`config.mk`:
```
export PLATFORM = sky130hd
export DESIGN_NAME = up_port_fabric
export DESIGN_NICKNAME = d
export VERILOG_FILES = /design/src/rtl/up_fabric_pkg.sv /design/src/rtl/act_led_stretch.sv /design/src/rtl/up_port_fabric.sv
export SDC_FILE = /design/constraint.sdc
export NUM_CORES = 1
export LEC_CHECK = 0
export CAP_MARGIN = 10
export CORE_UTILIZATION = 35
export DETAILED_ROUTE_END_ITERATION = 7
export GPL_TIMING_DRIVEN = 0
export HOLD_SLACK_MARGIN = 0.08
export PLACE_DENSITY_LB_ADDON = 0.1
export RECOVER_POWER = 100
export SYNTH_ARGS = -nofsm -noshare
export SYNTH_HDL_FRONTEND = slang
export SYNTH_SLANG_ARGS = --single-unit
```
`constraint.sdc`:
```
create_clock -name clk -period 3.5 [get_ports clk]
set_clock_uncertainty 0.05 [all_clocks]
set_input_delay 0.7 -clock clk [delete_from_list [all_inputs] [get_ports clk]]
set_output_delay 0.7 -clock clk [all_outputs]
set_load 0.02 [all_outputs]
```
`src/rtl/up_fabric_pkg.sv`:
```
// Shared types and constants for the CPU-bridge to port-slave fabric.
package up_fabric_pkg;

  localparam int SEL_W = 4;
  localparam logic [31:0] UP_ERR_DATA = 32'hDEAD_BEEF;

  typedef enum logic [1:0] {
    ST_IDLE  = 2'd0,
    ST_ISSUE = 2'd1,
    ST_WAIT  = 2'd2,
    ST_DONE  = 2'd3
  } fab_state_t;

  // Ceiling log2, never below 1 so it can size a counter directly.
  function automatic int clog2(input int value);
    int r;
    r = 0;
    for (int i = 0; i < 32; i++) begin
      if ((64'd1 << i) < 64'(value)) r = i + 1;
    end
    return (r < 1) ? 1 : r;
  endfunction

endpackage

```
`src/rtl/act_led_stretch.sv`:
```
// One activity LED: sticky flag collected over a window, shown during the next window (active-low).
module act_led_stretch (
  input  logic clk,
  input  logic rst,
  input  logic tick,
  input  logic act,
  output logic led_n
);

  logic flag;
  logic led;

  always_ff @(posedge clk) begin
    if (rst) begin
      flag <= 1'b0;
      led  <= 1'b0;
    end else if (tick) begin
      // activity in the wrap cycle itself belongs to the next window
      led  <= flag;
      flag <= act;
    end else if (act) begin
      flag <= 1'b1;
    end
  end

  assign led_n = ~led;

endmodule

```
`src/rtl/up_port_fabric.sv`:
```
// Host-bus fabric: one CPU bridge master to NPORTS register slaves, plus per-port activity LEDs.
// Define UP_TIMEOUT_EN to enable the WAIT watchdog (TIMEOUT_CYC cycles).
//
// state | meaning
// IDLE  | no transaction, strobes accepted
// ISSUE | slave select plus one-cycle rd/wr pulse (or bad-port error)
// WAIT  | selected slave busy, sampling its dn_wait
// DONE  | result posted for one cycle, strobes accepted
module up_port_fabric
  import up_fabric_pkg::*;
#(
  parameter int NPORTS      = 2,
  parameter int ADDR_W      = 32,
  parameter int DATA_W      = 32,
  parameter int SEL_LSB     = 27,
  parameter int TIMEOUT_CYC = 1024,
  parameter int LED_TICK_W  = 23
) (
  input  logic                     clk,
  input  logic                     rst,
  input  logic                     up_wr,
  input  logic                     up_rd,
  input  logic [ADDR_W-1:0]        up_addr,
  input  logic [DATA_W-1:0]        up_data_wr,
  output logic [DATA_W-1:0]        up_data_rd,
  output logic                     up_wait,
  output logic                     up_err,
  output logic [NPORTS-1:0]        dn_cs,
  output logic [NPORTS-1:0]        dn_wr,
  output logic [NPORTS-1:0]        dn_rd,
  output logic [ADDR_W-1:0]        dn_addr,
  output logic [DATA_W-1:0]        dn_data_wr,
  input  logic [NPORTS*DATA_W-1:0] dn_data_rd,
  input  logic [NPORTS-1:0]        dn_wait,
  input  logic [NPORTS-1:0]        act_tx,
  input  logic [NPORTS-1:0]        act_rx,
  output logic [NPORTS-1:0]        led_tx,
  output logic [NPORTS-1:0]        led_rx
);

  localparam logic [ADDR_W-1:0] SEL_MASK =
    {{(ADDR_W-SEL_W){1'b0}}, {SEL_W{1'b1}}} << SEL_LSB;
  localparam logic [DATA_W-1:0] ERR_DATA = DATA_W'(UP_ERR_DATA);

  if (NPORTS < 1 || NPORTS > 16 || TIMEOUT_CYC < 2 || SEL_LSB + SEL_W > ADDR_W) begin : g_param_err
    $error("up_port_fabric: illegal parameter set");
  end

  fab_state_t        state;
  logic [SEL_W-1:0]  sel_q;
  logic              wr_q;

  logic [SEL_W-1:0]  new_sel;
  logic [NPORTS-1:0] new_hot;
  logic [NPORTS-1:0] sel_hot;
  logic              sel_ok;
  logic              wait_sel;
  logic [DATA_W-1:0] rdata_sel;

  assign new_sel = up_addr[SEL_LSB +: SEL_W];

  // Port decode and read/busy muxes; selects at or above NPORTS hit nothing.
  always_comb begin
    new_hot   = '0;
    sel_hot   = '0;
    wait_sel  = 1'b0;
    rdata_sel = '0;
    for (int i = 0; i < NPORTS; i++) begin
      if (new_sel == SEL_W'(i)) new_hot[i] = 1'b1;
      if (sel_q == SEL_W'(i)) begin
        sel_hot[i] = 1'b1;
        wait_sel   = dn_wait[i];
        rdata_sel  = dn_data_rd[i*DATA_W +: DATA_W];
      end
    end
  end

  assign sel_ok = |sel_hot;

`ifdef UP_TIMEOUT_EN
  localparam int TO_W = clog2(TIMEOUT_CYC);
  localparam logic [TO_W-1:0] TO_LAST = TO_W'(TIMEOUT_CYC - 1);
  logic [TO_W-1:0] to_cnt;
`endif

  always_ff @(posedge clk) begin
    if (rst) begin
      state      <= ST_IDLE;
      sel_q      <= '0;
      wr_q       <= 1'b0;
      up_wait    <= 1'b0;
      up_err     <= 1'b0;
      up_data_rd <= '0;
      dn_cs      <= '0;
      dn_wr      <= '0;
      dn_rd      <= '0;
      dn_addr    <= '0;
      dn_data_wr <= '0;
`ifdef UP_TIMEOUT_EN
      to_cnt     <= '0;
`endif
    end else begin
      dn_wr <= '0;
      dn_rd <= '0;
      case (state)
        ST_IDLE, ST_DONE: begin
          state   <= ST_IDLE;
          up_wait <= 1'b0;
          dn_cs   <= '0;
          if (up_wr || up_rd) begin
            // pulses are registered here so they appear during ISSUE
            state      <= ST_ISSUE;
            sel_q      <= new_sel;
            wr_q       <= up_wr;
            dn_addr    <= up_addr & ~SEL_MASK;
            dn_data_wr <= up_data_wr;
            up_err     <= 1'b0;
            up_wait    <= 1'b1;
            dn_cs      <= new_hot;
            if (up_wr) dn_wr <= new_hot;
            else       dn_rd <= new_hot;
          end
        end
        ST_ISSUE: begin
          if (sel_ok) begin
            state <= ST_WAIT;
`ifdef UP_TIMEOUT_EN
            to_cnt <= '0;
`endif
          end else begin
            state      <= ST_DONE;
            up_wait    <= 1'b0;
            up_err     <= 1'b1;
            up_data_rd <= ERR_DATA;
          end
        end
        ST_WAIT: begin
          if (!wait_sel) begin
            state   <= ST_DONE;
            up_wait <= 1'b0;
            dn_cs   <= '0;
            if (!wr_q) up_data_rd <= rdata_sel;
          end
`ifdef UP_TIMEOUT_EN
          else if (to_cnt == TO_LAST) begin
            state      <= ST_DONE;
            up_wait    <= 1'b0;
            dn_cs      <= '0;
            up_err     <= 1'b1;
            up_data_rd <= ERR_DATA;
          end else begin
            to_cnt <= to_cnt + 1'b1;
          end
`endif
        end
        default: state <= ST_IDLE;
      endcase
    end
  end

  // Shared LED window counter; the tick is its wrap cycle.
  logic [LED_TICK_W-1:0] led_cnt;
  logic                  led_tick;

  always_ff @(posedge clk) begin
    if (rst) led_cnt <= '0;
    else     led_cnt <= led_cnt + 1'b1;
  end

  assign led_tick = &led_cnt;

  for (genvar i = 0; i < NPORTS; i++) begin : g_led
    act_led_stretch u_tx (
      .clk   (clk),
      .rst   (rst),
      .tick  (led_tick),
      .act   (act_tx[i]),
      .led_n (led_tx[i])
    );
    act_led_stretch u_rx (
      .clk   (clk),
      .rst   (rst),
      .tick  (led_tick),
      .act   (act_rx[i]),
      .led_n (led_rx[i])
    );
  end

endmodule

```
# == Word-level counts from Yosys, hierarchy flattened ==
# Cells that the tools add are included.
# word_totals
regBits,138
latchBits,0
ramBits,0
rom_bits,0
output_inout_bits,108
mem_count,0
# classes
add_sub_neg,1
multipliers,0
n_div,0
order_cmp,0
eq_ne,9
shifts,0
mux,34
bitwise_logic,7
n_reduce_logical,21
# ops
cell,count
32-bit two-way mux,5
32-bit case mux with 2 select lines,1
23-bit by 1-bit adder with 23-bit output (second input constant),1
23-bit AND reduction,1
1-bit two-way mux,21
2-bit nonzero test,7
4-bit by 1-bit == test with 1-bit output (second input constant),2
4-bit zero test,2
2-bit inequality test (second input constant),4
4-bit OR reduction,2
1-bit inverter,7
2-bit two-way mux,3
2-bit case mux with 3 select lines,1
2-bit AND reduction,3
2-bit == test (second input constant),2
2-bit case mux with 2 select lines,1
4-bit AND reduction,1
2-bit OR reduction,2
1-bit case mux with 3 select lines,1
3-bit AND reduction,1
2-bit by 1-bit == test with 1-bit output (second input constant),1
2-bit zero test,1
1-bit case mux with 2 select lines,1
1-bit logical OR,1

# == Logic depth before layout (Yosys ltp) ==
# Gate-level depths: netlist of run 1.
# logic_depth
word_depth,6
mapped_depth,8
ltp_nobuf,6

# == Cells and area by module ==
# Synthesis of run 1 repeated with hierarchy kept, for this count alone.
# unflattened
hier_cells,656
hier_area_um2,5566.6
# modules_own_cells
mod,instances,cells_per_inst,area_per_inst_um2
up_port_fabric,1,624,5261.3
act_led_stretch,4,8,76.3

# == Worst setup path after synthesis of run 1 ==
# OpenSTA, ideal clock, no wires.
# synth_timing
kind,reg2reg
start,reg state[0]
end,reg up_data_rd[1]
setup_time_ns,0.078
arrival_time_ns,1.738
path_slack_ns,1.634
path_stages_with_launch,9
n_path_buf,2
synth_period_minus_slack_ns,1.866
cell_sequence,dfxtp_1 > inv_1 > ha_1 > clkbuf_1 > nor3b_1 > a22o_1 > buf_1 > nor3_1 > nor3_1
# synth_between
elab_chain_cells,3
elab_cells_between_ends,8
cone_classes,eq/ne (5); mux (1); reduce/logical (2)
# synth_rtl
item,line_no,source
from (decl),up_port_fabric.sv:49,fab_state_t state;
from (signal assigned),up_port_fabric.sv:88,state <= ST_IDLE;
from (signal assigned),up_port_fabric.sv:107,state <= ST_IDLE;
from (signal assigned),up_port_fabric.sv:112,state <= ST_ISSUE;
2-bit == test / 2-bit by 1-bit == test with 1-bit output (equally long branches),up_port_fabric.sv:105,case (state)
2-bit inequality test (no source line) / 2-bit nonzero test (equally long branches),n/a,
4-bit AND reduction (no source line),n/a,
to (signal assigned),up_port_fabric.sv:142,if (!wr_q) up_data_rd <= rdata_sel;
to (decl),up_port_fabric.sv:25,"output logic [DATA_W-1:0] up_data_rd,"
# Several ways; a longest one is shown, not always the timed one.
# A chain may end at the register's enable or synchronous reset.

# == Final worst setup path of run 1 ==
# layout_timing
start,in up_wr
end,reg dn_addr[26]
# layout_between
elab_chain_cells,2
# layout_rtl
item,line_no,source
from (decl),up_port_fabric.sv:21,"input logic up_wr,"
1-bit logical OR,up_port_fabric.sv:110,if (up_wr || up_rd) begin
2-bit AND reduction (no source line),n/a,
to (signal assigned),up_port_fabric.sv:115,dn_addr <= up_addr & ~SEL_MASK;
to (decl),up_port_fabric.sv:31,"output logic [ADDR_W-1:0] dn_addr,"
# No other way between the ends.

==> flow_summary.yaml, run 1 <==
clock_network:
  clk_pin_slew_worst_paths_ns: 0.06
  htree_num_levels: 4
  cts_buffers: 17
  postCtsHoldBufs: 0
  cts_root_buf: "clkbuf_16"
  insertion_delay_ns: 0.41
  cts_setup_buffers: 0
  cts_resized: 0
  cts_max_path_buffers: 2
  cts_sinks: 138
  tritoncts: "yes"
final_layout:
  area_growth_pct: 59.38
  layout-drive-gt1-share: 0.07497
  layout_commonest_cell: "dfxtp_1"
  num_antenna_cells: 0
  utilization: 0.5676
  layout_common_cells: "dfxtp_1, nand2_1, clkdlybuf4s50_1"
  layout.nets: 1075
setup_path:
  worstPathArrival_ns: 2.96
  required_ns: 3.79
  cp-end-kind: "flip-flop"
  crit_path_start_kind: "input pin"
  worstSetupPathType: "in2reg"
  path_max_fanout: 10
grt:
  track_usage: 0.2090
  antenna_found_initial: 1
  gr-total-overflow: 0
  grt_pass1_wl_mm: 26.57
  grt_max_degree: 17
  grt_pass1_vias: 5321
synthesis:
  yosys_warnings: 0
  synth-edff-count: 0
  async_flop_share: 0
  synth-compound-area-share: 0.1407
  yosysSeqAreaShare: 0.4901
  ys_seq_elements: 138
  synth_cell_types: 42
  ys.flop_type: "dfxtp_1"
  synth_top_family_by_area: "simple AND/OR/NAND/NOR gates"
  synthCells: 672
  syn_area_per_cell_um2: 8.388
  synth-xor-area-share: 0.02020
  synth-adder-area-share: 0.006659
  synthSimpleGateAreaFrac: 0.2218
  synthesis.area_mm2: 0.005637
  synthMuxAreaShare: 0.06792
sta:
  min_period_ns: 2.677
  finalSetupViolCount: 0
  tns_ns: 0
  slew_headroom: 0.4804
  rsz0062_at_grt: "no"
  fin_crit_sh: 0.7649
  hold_viol_final: 0
  drv_slew: 0
  worst-slew-pin-transition_ns: 0.7794
  fmax_mhz: 373.5
die:
  die_x_um: 128.9
  ios: 246
  die-area_mm2: 0.01662
  die_h_um: 128.9
  core-area_mm2: 0.01583
  start_util: 0.3561
  rows: 46
detailed_routing:
  vias: 5712
  wl_per_cell_um: 15.15
  ant_nets: 0
  drc_errors: 0
  viasPerCell: 4.911
  first_pass_iters: 5
  dr.first_iter.drc_count: 172
  routed_wl_mm: 17.62
place:
  numPortBuffers: 240
  dpl.hpwl_mm: 13.58
  gp_congestion: 0.7693
power_and_ir_drop:
  combPwrFrac: 0.396
  p_leak_nw: 3.572
  finalPower_w: 0.007005
  internal_power_w: 0.004495
  swShare: 0.3583
  p_clk_frac: 0.293
  power_density_mw_per_mm2: 779.7
  peakVddDrop_uv: 348.6
  seq_power_share: 0.311
  switching_power_w: 0.002510
job:
  maxCapViolCount: 0
worst_hold_path:
  hp-class: "reg2reg"
status:
  outcome: "complete, no violations"
==> power groups by stage <==
| stage | Combinational [W] | Clock (W) | Sequential [W] |
|---|---|---|---|
| 2_1_floorplan | 0.00119 | 0 | 0.00265 |
| 3_3_place_gp | 0.00287 | 0 | 0.00221 |
| 3_5_place_dp | 0.00292 | 0 | 0.00223 |
| 4_1_cts | 0.00293 | 0.00209 | 0.00220 |
| 5_1_grt | 0.00303 | 0.00218 | 0.00223 |
| 6_report | 0.00277 | 0.00206 | 0.00218 |
==> worst max-delay path, cell delays in order <==
cell and delay, ns:
dlygate4sd3_1 0.61, o21ai_0 0.39, clkbuf_1 0.40, clkbuf_1 0.55, nand2_1 0.12, a21oi_1 0.17
==> final timing paths <==
check,startpoint,cells after the start,endpoint,slack (ns)
max,up_wr,6,dn_addr[26],0.82
min,dn_data_wr[8],2,dn_data_wr[8],0.40
max reg2reg,state[0],7,dn_addr[4],1.10
min reg2reg,dn_data_wr[8],2,dn_data_wr[8],0.40
==> per-layer routing <==
metal	share of wire	global-route usage	wire length, µm
met1	0.40	0.2230	6985
met2	0.50	0.3771	8801
met3	0.085	0.07193	1500
met4	0.018	0.08304	322
met5	0.00074	0	13
==> Yosys cell counts (5+ instances only) <==
| library cell | n | area share |
|---|---|---|
| buf_4 | 8 | 0.011 |
| mux2_2 | 25 | 0.050 |
| nor2_1 | 22 | 0.015 |
| mux2i_1 | 9 | 0.016 |
| o211a_1 | 8 | 0.014 |
| buf_1 | 5 | 0.0033 |
| inv_1 | 13 | 0.0087 |
| nor3_1 | 56 | 0.050 |
| o31ai_1 | 5 | 0.0067 |
| a21oi_1 | 103 | 0.091 |
| nor4_1 | 6 | 0.0067 |
| clkbuf_1 | 37 | 0.025 |
| or3_1 | 12 | 0.013 |
| nand3_1 | 10 | 0.0089 |
| nand2_1 | 137 | 0.091 |
| xnor2_1 | 11 | 0.017 |
| o21ai_0 | 17 | 0.015 |
| nand2b_1 | 5 | 0.0055 |
| dfxtp_1 | 138 | 0.49 |
==> kinds of logic after synthesis <==
group / after synthesis
buf+inv: 67
simple gates: 271
compound gates: 144
other cells: 1
fa+ha+maj: 3
xor+xnor: 13
mux: 35
flops: 138
==> sequential cells by signal, indices dropped and copies added (netlist names), 4 cells and up <==
register    flops
up_data_rd     32
dn_addr        28
sel_q           4
dn_data_wr     32
led_cnt        23
==> layout make-up <==
cell class | instances | area (µm²)
clock buffer | 20 | 466.7
inverter | 13 | 48.80
tap | 216 | 270.3
clock inverter | 12 | 217.7
fill | 1411 | 6844
buffer | 54 | 235.2
sequential | 138 | 2763
timing repair buffer | 240 | 2402
multi-input combinational | 470 | 2580
==> stage by stage <==
stage	hold WS (ns)	std cells	setup WS [ns]	cell area, µm²
6_report	0.4015	1163	0.8228	8984
5_1_grt	0.4212	1163	0.6620	8984
4_1_cts	0.4047	1163	0.9520	9005
3_5_place_dp	0.3970	1131	0.5226	8320
3_3_place_gp	0.3920	1131	0.6152	8320
2_1_floorplan	0.3898	675	1.634	5648
Power figures use the tool's default switching activity.
==> run 2: changes to the inputs <==
- clock period: 3.5 -> 2.75 ns (I/O delays scaled with it)
==> flow_summary.yaml, run 2 (same netlist as run 1, synthesis figures left out) <==
grt:
  grt_pass1_vias: 5321
  top_usage_layer: "met2"
  gr-total-overflow: 0
  grt_pass1_wl_mm: 26.57
  grtUsageMet1: 0.2230
  use_met3: 0.07193
  use_met2: 0.3771
  grt_max_degree: 17
  track_usage: 0.2090
  antenna_found_initial: 1
setup_path:
  crit_top_cell: "clkbuf_1"
  crit_slowest_cell: "dlygate4sd3_1"
  worstPathArrival_ns: 2.81
  worstSetupPathType: "in2reg"
  regToRegSetupSlack_ns: 0.35
  cpPeakStageDelay_ns: 0.62
  rr_endpoint: "dn_addr[4]"
  r2r_cells: 7
  crit_start: "up_wr"
  crit_end: "dn_addr[26]"
  cp-end-kind: "flip-flop"
  required_ns: 3.04
  crit_chain: "dlygate4sd3_1 > o21ai_0 > clkbuf_1 > clkbuf_1 > nand2_1 > a21oi_1"
  path_max_fanout: 10
  r2r-start: "state[0]"
  crit_path_start_kind: "input pin"
final_layout:
  layout_commonest_cell: "dfxtp_1"
  layout_common_cells: "dfxtp_1, nand2_1, clkdlybuf4s50_1"
  layout.nets: 1075
  layout-drive-gt1-share: 0.07392
  reg_top3: "dn_data_wr x32, up_data_rd x32, dn_addr x28"
  area_growth_pct: 59.31
  num_antenna_cells: 0
die:
  rows: 46
  die_x_um: 128.9
  core-area_mm2: 0.01583
  start_util: 0.3561
  die_h_um: 128.9
  ios: 246
  die-area_mm2: 0.01662
place:
  pre_cts_ws_ns: -0.07740
  numPortBuffers: 240
  dpl.hpwl_mm: 13.58
  gp_congestion: 0.7693
detailed_routing:
  first_pass_iters: 4
  dr.first_iter.drc_count: 172
  vias: 5716
  viasPerCell: 4.915
  drc_errors: 0
  routed_wl_mm: 17.61
  ant_nets: 0
  wl_per_cell_um: 15.14
power_and_ir_drop:
  peakVddDrop_uv: 443.1
  p_leak_nw: 3.570
  power_density_mw_per_mm2: 992.5
status:
  outcome: "complete, no violations"
clock_network:
  clk_pin_slew_worst_paths_ns: 0.06
  cts_root_buf: "clkbuf_16"
  cts_sinks: 138
  cts_buffers: 17
  cts_resized: 0
  tritoncts: "yes"
  cts_max_path_buffers: 2
  cts_setup_buffers: 0
  insertion_delay_ns: 0.41
  postCtsHoldBufs: 0
  htree_num_levels: 4
sta:
  timing.final.ws_setup_ns: 0.2245
  finalSetupViolCount: 0
  rsz0062_at_grt: "no"
  drv_slew: 0
  fmax_mhz: 396.0
  hold_viol_final: 0
  worst-slew-pin-transition_ns: 0.7795
  min_period_ns: 2.525
  slew_headroom: 0.4803
  fin_crit_sh: 0.9183
  hold_ws_ns: 0.4015
job:
  maxCapViolCount: 0
worst_hold_path:
  hold_depth: 2
  hp-class: "reg2reg"
[run 2: cell types whose count changed in the layout (fill, tap and decap cells not counted)]
cell	before	now
or4_1	3	4
or4_4	1	0
[run 2: power by group]
group | switching, W | total [W] | internal (W) | leakage, nW
logic | 0.00209 | 0.00353 | 0.00144 | 2.11
clock network | 0.000844 | 0.00261 | 0.00177 | 0.328
registers | 0.000256 | 0.00277 | 0.00252 | 1.13
[run 2: layout make-up]
type / instances / area (µm²)
fillers: 1413 / 6848
flip-flops and latches: 138 / 2763
multi-input cells: 470 / 2576
repair buffers: 240 / 2402
clock buffers: 20 / 466.7
well taps: 216 / 270.3
plain buffers: 54 / 235.2
clock inverters: 12 / 217.7
inverters: 13 / 48.80
[run 2: critical path, delay by kind of cell]
family / cells / cell delay [ns]
AO/OA/AOI/OAI: 2 / 0.56
AND/OR/NAND/NOR: 1 / 0.12
buffers and inverters: 3 / 1.58
[run 2: worst min-delay path by stage]
| stage | start | endpoint | slack, ns |
|---|---|---|---|
| floorplan | led_cnt[0] | led_cnt[0] | 0.39 |
| global placement | dn_data_wr[8] | dn_data_wr[8] | 0.39 |
| detailed placement | dn_data_wr[8] | dn_data_wr[8] | 0.40 |
| CTS | dn_data_wr[8] | dn_data_wr[8] | 0.40 |
| global route | dn_addr[2] | dn_addr[2] | 0.42 |
| finish | dn_data_wr[8] | dn_data_wr[8] | 0.40 |
[run 2: per-stage QoR]
step	setup TNS [ns]	instances	utilization	instance area [µm²]	total power, W
finish	0	1163	0.5674	8980	0.008913
global route	0	1163	0.5674	8980	0.009468
floorplan	0	675	-	5648	0.004890
detailed placement	-0.7082	1131	0.5257	8320	0.006559
CTS	0	1163	0.5689	9005	0.009201
global placement	0	1131	0.5257	8320	0.006461
[run 2: routing by layer]
metal,vias up,routed length (µm),part of all wire
li1,2829,-,-
met1,2657,7020,0.40
met2,204,8785,0.50
met3,24,1467,0.083
met4,2,322,0.018
met5,-,13,0.00074
